$ cat src/rtl/key_pkg.sv
// Shared PS/2 set-2 constants, prefix FSM state type and the scancode-to-character map
// used by the keyboard decoder.
package key_pkg;

  localparam logic [7:0] SC_EXT    = 8'hE0;
  localparam logic [7:0] SC_BRK    = 8'hF0;
  localparam logic [7:0] SC_LSHIFT = 8'h12;
  localparam logic [7:0] SC_RSHIFT = 8'h59;
  localparam logic [7:0] SC_CAPS   = 8'h58;

  localparam logic [7:0] SC_UP    = 8'h75;
  localparam logic [7:0] SC_DOWN  = 8'h72;
  localparam logic [7:0] SC_LEFT  = 8'h6B;
  localparam logic [7:0] SC_RIGHT = 8'h74;

  localparam logic [7:0] KEY_UP    = 8'h80;
  localparam logic [7:0] KEY_DOWN  = 8'h81;
  localparam logic [7:0] KEY_LEFT  = 8'h82;
  localparam logic [7:0] KEY_RIGHT = 8'h83;

  typedef enum logic [1:0] {
    ST_IDLE,
    ST_EXT,
    ST_BRK,
    ST_EXT_BRK
  } state_e;

  typedef struct packed {
    logic       hit;
    logic [7:0] ch;
  } xlat_t;

  // Letters are emitted lowercase and folded to uppercase afterwards when shift XOR caps.
  function automatic xlat_t translate(input logic [7:0] sc, input logic ext,
                                      input logic shift, input logic caps);
    xlat_t r;
    logic  alpha;
    r.hit = 1'b1;
    r.ch  = 8'h00;
    alpha = 1'b0;
    if (ext) begin
      case (sc)
        SC_UP:    r.ch = KEY_UP;
        SC_DOWN:  r.ch = KEY_DOWN;
        SC_LEFT:  r.ch = KEY_LEFT;
        SC_RIGHT: r.ch = KEY_RIGHT;
        default:  r.hit = 1'b0;
      endcase
    end else begin
      case (sc)
        8'h1C: begin r.ch = 8'h61; alpha = 1'b1; end
        8'h32: begin r.ch = 8'h62; alpha = 1'b1; end
        8'h21: begin r.ch = 8'h63; alpha = 1'b1; end
        8'h23: begin r.ch = 8'h64; alpha = 1'b1; end
        8'h24: begin r.ch = 8'h65; alpha = 1'b1; end
        8'h2B: begin r.ch = 8'h66; alpha = 1'b1; end
        8'h34: begin r.ch = 8'h67; alpha = 1'b1; end
        8'h33: begin r.ch = 8'h68; alpha = 1'b1; end
        8'h43: begin r.ch = 8'h69; alpha = 1'b1; end
        8'h3B: begin r.ch = 8'h6A; alpha = 1'b1; end
        8'h42: begin r.ch = 8'h6B; alpha = 1'b1; end
        8'h4B: begin r.ch = 8'h6C; alpha = 1'b1; end
        8'h3A: begin r.ch = 8'h6D; alpha = 1'b1; end
        8'h31: begin r.ch = 8'h6E; alpha = 1'b1; end
        8'h44: begin r.ch = 8'h6F; alpha = 1'b1; end
        8'h4D: begin r.ch = 8'h70; alpha = 1'b1; end
        8'h15: begin r.ch = 8'h71; alpha = 1'b1; end
        8'h2D: begin r.ch = 8'h72; alpha = 1'b1; end
        8'h1B: begin r.ch = 8'h73; alpha = 1'b1; end
        8'h2C: begin r.ch = 8'h74; alpha = 1'b1; end
        8'h3C: begin r.ch = 8'h75; alpha = 1'b1; end
        8'h2A: begin r.ch = 8'h76; alpha = 1'b1; end
        8'h1D: begin r.ch = 8'h77; alpha = 1'b1; end
        8'h22: begin r.ch = 8'h78; alpha = 1'b1; end
        8'h35: begin r.ch = 8'h79; alpha = 1'b1; end
        8'h1A: begin r.ch = 8'h7A; alpha = 1'b1; end
        8'h45: r.ch = shift ? 8'h29 : 8'h30;
        8'h16: r.ch = shift ? 8'h21 : 8'h31;
        8'h1E: r.ch = shift ? 8'h40 : 8'h32;
        8'h26: r.ch = shift ? 8'h23 : 8'h33;
        8'h25: r.ch = shift ? 8'h24 : 8'h34;
        8'h2E: r.ch = shift ? 8'h25 : 8'h35;
        8'h36: r.ch = shift ? 8'h5E : 8'h36;
        8'h3D: r.ch = shift ? 8'h26 : 8'h37;
        8'h3E: r.ch = shift ? 8'h2A : 8'h38;
        8'h46: r.ch = shift ? 8'h28 : 8'h39;
        8'h29: r.ch = 8'h20;
        8'h5A: r.ch = 8'h0D;
        8'h66: r.ch = 8'h08;
        8'h0D: r.ch = 8'h09;
        8'h76: r.ch = 8'h1B;
        default: r.hit = 1'b0;
      endcase
      if (alpha && (shift ^ caps)) r.ch = r.ch - 8'h20;
    end
    return r;
  endfunction

endpackage

$ cat src/rtl/key_decoder_if.sv
// Scancode input, consumer pop/clear controls and character-queue outputs of the decoder.
interface key_decoder_if;
  logic       code_valid;
  logic [7:0] code;
  logic       pop;
  logic       clear_ovf;
  logic [7:0] ascii;
  logic       ready;
  logic [7:0] key_status;

  modport master (
    output code_valid, code, pop, clear_ovf,
    input  ascii, ready, key_status
  );

  modport slave (
    input  code_valid, code, pop, clear_ovf,
    output ascii, ready, key_status
  );
endinterface

$ cat src/rtl/key_fifo.sv
// Synchronous show-ahead queue; a push into a full queue is accepted only alongside a pop.
module key_fifo #(
  parameter int DEPTH  = 8,
  parameter int DATA_W = 8
) (
  input  logic                       clk,
  input  logic                       rst,
  input  logic                       push,
  input  logic [DATA_W-1:0]          din,
  input  logic                       pop,
  output logic [DATA_W-1:0]          dout,
  output logic                       full,
  output logic                       empty,
  output logic [$clog2(DEPTH):0]     count
);
  localparam int AW = $clog2(DEPTH);

  logic [DATA_W-1:0] mem [DEPTH];
  logic [AW-1:0]     wr_ptr;
  logic [AW-1:0]     rd_ptr;
  logic              do_push;
  logic              do_pop;

  assign empty   = (count == '0);
  assign full    = (count == (AW+1)'(DEPTH));
  assign do_pop  = pop & ~empty;
  assign do_push = push & (~full | do_pop);
  assign dout    = empty ? '0 : mem[rd_ptr];

  always_ff @(posedge clk) begin
    if (rst) begin
      wr_ptr <= '0;
      rd_ptr <= '0;
      count  <= '0;
    end else begin
      if (do_push) wr_ptr <= wr_ptr + AW'(1);
      if (do_pop)  rd_ptr <= rd_ptr + AW'(1);
      case ({do_push, do_pop})
        2'b10:   count <= count + (AW+1)'(1);
        2'b01:   count <= count - (AW+1)'(1);
        default: count <= count;
      endcase
    end
  end

  // Storage carries no reset; empty masks stale contents on dout.
  always_ff @(posedge clk) begin
    if (do_push) mem[wr_ptr] <= din;
  end

endmodule

$ cat src/rtl/key_decoder.sv
// PS/2 set-2 decoder: prefix FSM, shift/caps tracking, translation to characters and a
// show-ahead character queue with a sticky overflow flag.
module key_decoder
  import key_pkg::*;
#(
  parameter int FIFO_DEPTH = 8
) (
  input logic         clk,
  input logic         rst,
  key_decoder_if.slave bus
);
  localparam int AW = $clog2(FIFO_DEPTH);
  localparam logic [AW:0] FULL_CNT = (AW+1)'(FIFO_DEPTH);

  state_e      state_q, state_d;
  logic        proc, is_brk, is_ext;
  logic        shift_l_q, shift_r_q, caps_q, caps_held_q, overflow_q, last_brk_q;
  logic        shift;
  xlat_t       xlat;
  logic        push_req, drop;
  logic        fifo_full, fifo_empty;
  logic [AW:0] fifo_count;
  logic [7:0]  fifo_dout;

  always_ff @(posedge clk) begin
    if (rst) state_q <= ST_IDLE;
    else     state_q <= state_d;
  end

  // proc marks a non-prefix byte that completes a make or break sequence.
  always_comb begin
    state_d = state_q;
    proc    = 1'b0;
    is_brk  = 1'b0;
    is_ext  = 1'b0;
    if (bus.code_valid) begin
      case (state_q)
        ST_IDLE: begin
          if (bus.code == SC_EXT)      state_d = ST_EXT;
          else if (bus.code == SC_BRK) state_d = ST_BRK;
          else                         proc = 1'b1;
        end
        ST_EXT: begin
          if (bus.code == SC_BRK)      state_d = ST_EXT_BRK;
          else if (bus.code == SC_EXT) state_d = ST_EXT;
          else begin
            proc    = 1'b1;
            is_ext  = 1'b1;
            state_d = ST_IDLE;
          end
        end
        ST_BRK: begin
          proc    = 1'b1;
          is_brk  = 1'b1;
          state_d = ST_IDLE;
        end
        ST_EXT_BRK: begin
          proc    = 1'b1;
          is_brk  = 1'b1;
          is_ext  = 1'b1;
          state_d = ST_IDLE;
        end
        default: state_d = ST_IDLE;
      endcase
    end
  end

  assign shift    = shift_l_q | shift_r_q;
  assign xlat     = translate(bus.code, is_ext, shift, caps_q);
  assign push_req = proc & ~is_brk & xlat.hit;
  // A pop against a full queue always frees a slot, so only a pop-less push drops.
  assign drop     = push_req & fifo_full & ~bus.pop;

  // Extended variants of the modifier codes (e.g. E0 12) are not treated as modifiers.
  always_ff @(posedge clk) begin
    if (rst) begin
      shift_l_q   <= 1'b0;
      shift_r_q   <= 1'b0;
      caps_q      <= 1'b0;
      caps_held_q <= 1'b0;
      overflow_q  <= 1'b0;
      last_brk_q  <= 1'b0;
    end else begin
      if (drop)               overflow_q <= 1'b1;
      else if (bus.clear_ovf) overflow_q <= 1'b0;
      if (proc) begin
        last_brk_q <= is_brk;
        if (!is_ext) begin
          case (bus.code)
            SC_LSHIFT: shift_l_q <= ~is_brk;
            SC_RSHIFT: shift_r_q <= ~is_brk;
            SC_CAPS: begin
              if (is_brk) begin
                caps_held_q <= 1'b0;
              end else begin
                if (!caps_held_q) caps_q <= ~caps_q;
                caps_held_q <= 1'b1;
              end
            end
            default: ;
          endcase
        end
      end
    end
  end

  key_fifo #(
    .DEPTH  (FIFO_DEPTH),
    .DATA_W (8)
  ) u_fifo (
    .clk   (clk),
    .rst   (rst),
    .push  (push_req),
    .din   (xlat.ch),
    .pop   (bus.pop),
    .dout  (fifo_dout),
    .full  (fifo_full),
    .empty (fifo_empty),
    .count (fifo_count)
  );

  assign bus.ascii      = fifo_dout;
  assign bus.ready      = ~fifo_empty;
  assign bus.key_status = {4'b0000, overflow_q, caps_q, shift, last_brk_q};

  a_count_consistent: assert property (@(posedge clk) disable iff (rst)
    (fifo_count <= FULL_CNT) && ((fifo_count == FULL_CNT) == fifo_full));

endmodule

$ cat src/flat_wrapper.sv
// flat-port wrapper written by rule: the top's interface ports become plain ports
module key_decoder_flat import key_pkg::*;
#(
  parameter int FIFO_DEPTH = 8
)
  (clk, rst, bus_code_valid, bus_code, bus_pop, bus_clear_ovf, bus_ascii, bus_ready, bus_key_status);
  key_decoder_if bus_i ();
  input logic clk;
  input logic rst;
  input wire logic [$bits(bus_i.code_valid)-1:0] bus_code_valid;
  input wire logic [$bits(bus_i.code)-1:0] bus_code;
  input wire logic [$bits(bus_i.pop)-1:0] bus_pop;
  input wire logic [$bits(bus_i.clear_ovf)-1:0] bus_clear_ovf;
  output wire logic [$bits(bus_i.ascii)-1:0] bus_ascii;
  output wire logic [$bits(bus_i.ready)-1:0] bus_ready;
  output wire logic [$bits(bus_i.key_status)-1:0] bus_key_status;
  assign bus_i.code_valid = bus_code_valid;
  assign bus_i.code = bus_code;
  assign bus_i.pop = bus_pop;
  assign bus_i.clear_ovf = bus_clear_ovf;
  assign bus_ascii = bus_i.ascii;
  assign bus_ready = bus_i.ready;
  assign bus_key_status = bus_i.key_status;
  key_decoder #(.FIFO_DEPTH(FIFO_DEPTH)) u_core (.clk(clk), .rst(rst), .bus(bus_i));
endmodule
$ cat config.mk
export PLATFORM = sky130hd
export DESIGN_NAME = key_decoder_flat
export DESIGN_NICKNAME = d
export VERILOG_FILES = /design/src/rtl/key_pkg.sv /design/src/rtl/key_decoder_if.sv /design/src/rtl/key_fifo.sv /design/src/rtl/key_decoder.sv /design/src/flat_wrapper.sv
export SDC_FILE = /design/constraint.sdc
export NUM_CORES = 1
export LEC_CHECK = 0
export ABC_AREA = 1
export BUFFER_PORTS_ARGS = -buffer_cell sky130_fd_sc_hd__buf_2
export CAP_MARGIN = 40
export CORE_UTILIZATION = 65
export CTS_BUF_LIST = sky130_fd_sc_hd__clkbuf_2 sky130_fd_sc_hd__clkbuf_4 sky130_fd_sc_hd__clkbuf_8
export CTS_CLUSTER_SIZE = 30
export DETAILED_ROUTE_END_ITERATION = 16
export HOLD_SLACK_MARGIN = 0.06
export PLACE_DENSITY = 0.85
export SLEW_MARGIN = 20
export SYNTH_ARGS = -nofsm -noshare
export SYNTH_HDL_FRONTEND = slang
export SYNTH_SLANG_ARGS = --single-unit
$ cat constraint.sdc
create_clock -name clk -period 7.2 [get_ports clk]
set_clock_uncertainty 0.2 [all_clocks]
set_input_delay 0.36 -clock clk [delete_from_list [all_inputs] [get_ports clk]]
set_output_delay 0.36 -clock clk [all_outputs]
set_load 0.05 [all_outputs]
==> impl_results.md <==
* Worst-case register-to-register setup slack at around 4.3 ns
* Most repeated cell in the gate-level netlist after synthesis: sky130_fd_sc_hd__nor2_1
* Sum of negative setup slack at 0 ns
* FMAX at about 350 MHz
* Post-Route WL at ~11 mm
* Setup repair after global routing missed its margin: no
* Kind of start point of the critical path: flip-flop
* Endpoint of the worst hold path: u_core.state_q[0]
* Maximum level of the CTS H-tree at 3
* Number of buffers added on ports at 25
* Signal arrival time at the worst endpoint at around 2.3 ns
* Vias per cell at around 5.7
* Starting utilization of the core area at between 60 and 70%
* Final critical-path share of the clock period at 40.1%
* Post-synthesis cell area at roughly 0.0047 mm²
* Start-to-end type of the worst setup path: flip-flop to output port
* Pin count of the biggest net entering global routing at 34
* Final HPWL from detailed placement at around 7.9 mm
* Number of instances in the placed design at approximately 670
* Async SR Flop Fraction at 0%
* Count of cells resized by post-cts repair at 0
* Cts bufs inserted at 9
* Placement Cell Area at just under 0.005 mm²
* Final layout net count at roughly 610
* Depth of the worst hold-timing path at 3
* Number of buffers between clock root and the deepest sink at 2
* Worst-Margin Slew at just over 0.8 ns
* TritonCTS clock tree: built
* TritonRoute pass-1 iters at 5
* Post-synth top area cell: sky130_fd_sc_hd__edfxtp_1
* Final design instance area without fill at around 0.0052 mm²
* Kind of end point of the critical path: output port
* Total I/O pin count at 30
* Global placer's final weighted congestion at a little over 1
* Distinct cell type count after synthesis at 48
* Max IR drop VDD at between 150 and 200 µV
* Area occupied by registers at 0.00234 mm²
* Maximum fanout along the worst path at 17
* Biggest area contributors in the synthesized netlist: sky130_fd_sc_hd__edfxtp_1, sky130_fd_sc_hd__dfxtp_1, sky130_fd_sc_hd__nor2_1
* First DRT Iteration DRCs at between 200 and 250
* Total of warnings raised by yosys at 0
* Max-capacitance violation count at 0
* Leak Pwr at about 2.2 nW
* Power share of the combinational group at 40.8%
* Status: finished clean
* Min-Delay Startpoint: bus_code_valid
* Tightest Hold Check Type: input pin to flip-flop
* Hold slack at 0.136 ns
* Gate Count Post-Synth at 557
* Area taken by multi-input logic gates at roughly 0.0021 mm²
* Clock latency on the worst-skew pair at approximately 0.35 ns
* Root buf cell: sky130_fd_sc_hd__clkbuf_8
* Total grt overflow at 0
* Fraction of final layout cells sized beyond drive strength 1 at between 10% and 20%
* Int Power at about 0.86 mW
* Vias after detailed routing at ~3,900
* DRC violations left at 0
* Power density over the cells at approximately 300 mW/mm²
* Per-cell routed wire length at approximately 16 µm
* Beginning of the worst register-to-register path: u_core.state_q[1]
* Die Outline Area at about 0.0076 mm²
* Sequential share of power at ~38%
* All-layer global routing usage at 29.8%
* Number of setup violations in the final report at 0
* DIE HEIGHT at 87.4 µm
* Logic depth of the worst register-to-register path at 9
* Fill cell count at just over 500
* Cell Count, Final, Fillers Out at 688
* Chip width at 87.4 µm
* Share of the yosys chip area belonging to registers at 49.4%
* Clock-pin transition on the worst setup and hold timing paths at ~0.1 ns
* Synthesized flop and latch total at 85
* Synth-to-layout area growth at 9.13%
* Core box area at just under 0.007 mm²
* Worst Setup Slack, final at roughly 4.3 ns
* Total inserted antenna cells at 0
* Synthesized area per cell at between 8 and 9 µm²
* Antenna violations before repair at 0
* Most frequent cells after synthesis: sky130_fd_sc_hd__nor2_1, sky130_fd_sc_hd__nand2_1, sky130_fd_sc_hd__edfxtp_1
* EDFF count, synth at 64
* Clock network power share at 21.6%
* Post-route minimum period at 2.89 ns
* Critical path data required time at roughly 6.6 ns
* Post-Place Setup Slack at about 4.0 ns
* Final Hold Viols at 0
* Switching portion of total power at about 44%
* Number of global-route vias before repair at 3,723
* Post-synth top area share at 40.5%
* Prevailing post-synth register cell: sky130_fd_sc_hd__edfxtp_1
* First-pass GRT wire length at about 17 mm
* Row Count at 30
* TritonCTS Sinks at between 80 and 90
* Worst slew margin relative to its limit at a little under half
* R2R Path End: u_core.u_fifo.mem[2][0]
* Antenna Violating Nets Remaining at 0
* Switching power summed over all nets at about 0.69 mW
* Max-slew violations at 0
## power groups by stage
stage | registers (mW) | clock network, mW | logic [mW]
global placement | 0.590 | 0 | 0.593
floorplan | 0.579 | 0 | 0.481
detailed placement | 0.592 | 0 | 0.615
global route | 0.584 | 0.355 | 0.683
finish | 0.580 | 0.334 | 0.630
CTS | 0.581 | 0.339 | 0.618
## worst max-delay path, cell delays in order (launching register included)
cell and delay, ns:
sky130_fd_sc_hd__dfxtp_1 0.71, sky130_fd_sc_hd__inv_1 0.41, sky130_fd_sc_hd__o21ai_0 0.20, sky130_fd_sc_hd__o22ai_1 0.09
sky130_fd_sc_hd__o21ai_0 0.24, sky130_fd_sc_hd__a31oi_1 0.07, sky130_fd_sc_hd__buf_2 0.24
## cell type report
type                            instances  share of cell area, %
Tap cell                               96                   2.32
Sequential cell                        85                   45.3
Clock buffer                            9                   2.39
Inverter                               54                   3.97
Clock inverter                          7                   1.48
Multi-Input combinational cell        402                   40.6
Timing Repair Buffer                   35                   3.97
## state kept, by name, indices dropped and copies added, names as in the netlist, named ones only
signal / flops
u_core.u_fifo.mem: 64
u_core.u_fifo.count: 4
u_core.u_fifo.rd_ptr: 3
u_core.u_fifo.wr_ptr: 3
u_core.state_q: 2
u_core.caps_held_q: 1
u_core.caps_q: 1
u_core.last_brk_q: 1
u_core.overflow_q: 1
u_core.shift_l_q: 1
u_core.shift_r_q: 1
## routing by layer
layer,vias up,wire [µm],global-route usage [%]
li1,1942,-,-
met5,-,0,0
met2,171,5540,53.3
met3,28,660,5.21
met4,0,286,12.4
met1,1781,4480,35.3
## cell families (layout without fill, tap and decap cells)
| kind of cell | Yosys count | in the layout | share of synthesized area (%) |
|---|---|---|---|
| and+or+nand+nor | 292 | 292 | 30.1 |
| AOI/OAI and AO/OA | 98 | 98 | 11.7 |
| DFF | 85 | 85 | 49.4 |
| buffers and inverters | 73 | 105 | 6.63 |
| adders and majority gates | 6 | 6 | 1.74 |
| xor gates and xnor gates | 2 | 2 | 0.370 |
| other | 1 | 4 | 0.0791 |
## cells in the final DEF (no fill, tap or decap), drive strengths merged, types with 2 or more instances in the layout
master,n
o211ai,2
dfxtp,21
and2,3
buf,33
clkinv,3
nand3,24
a31oi,9
nor2,120
conb,4
ha,5
o31ai,2
nor4,4
a21oi,19
o21ai,52
o22ai,9
inv,58
clkbuf,9
nand4,13
nand2,115
dlygate4sd3,2
edfxtp,64
nor3,9
## worst max path at each step
stage                 from                       to  slack, ns  depth (start not counted)
2_1_floorplan  bus_code[3]  u_core.u_fifo.mem[5][0]       4.47                         13
3_3_place_gp   bus_code[3]  u_core.u_fifo.mem[7][0]       3.74                         16
3_5_place_dp   bus_code[4]  u_core.u_fifo.mem[3][4]       3.98                         16
4_1_cts          flip-flop             bus_ascii[7]       4.05                          7
5_1_grt          flip-flop             bus_ascii[0]       4.08                          5
6_report         flip-flop             bus_ascii[1]       4.31                          6
## stage by stage
step / util, % / power, mW
after floorplan: - / 1.06
after global placement: 70.9 / 1.18
after detailed placement: 71.2 / 1.21
after CTS: 74.4 / 1.54
after global routing: 74.9 / 1.62
final: 74.9 / 1.54
## timing repair
action	CTS	global route
hold endpoints to repair	4	0
endpoints found under the setup margin	0	0
hold buffers	2	0
setup buffers	0	0
Note: power is estimated with default switching activity, not from simulation.
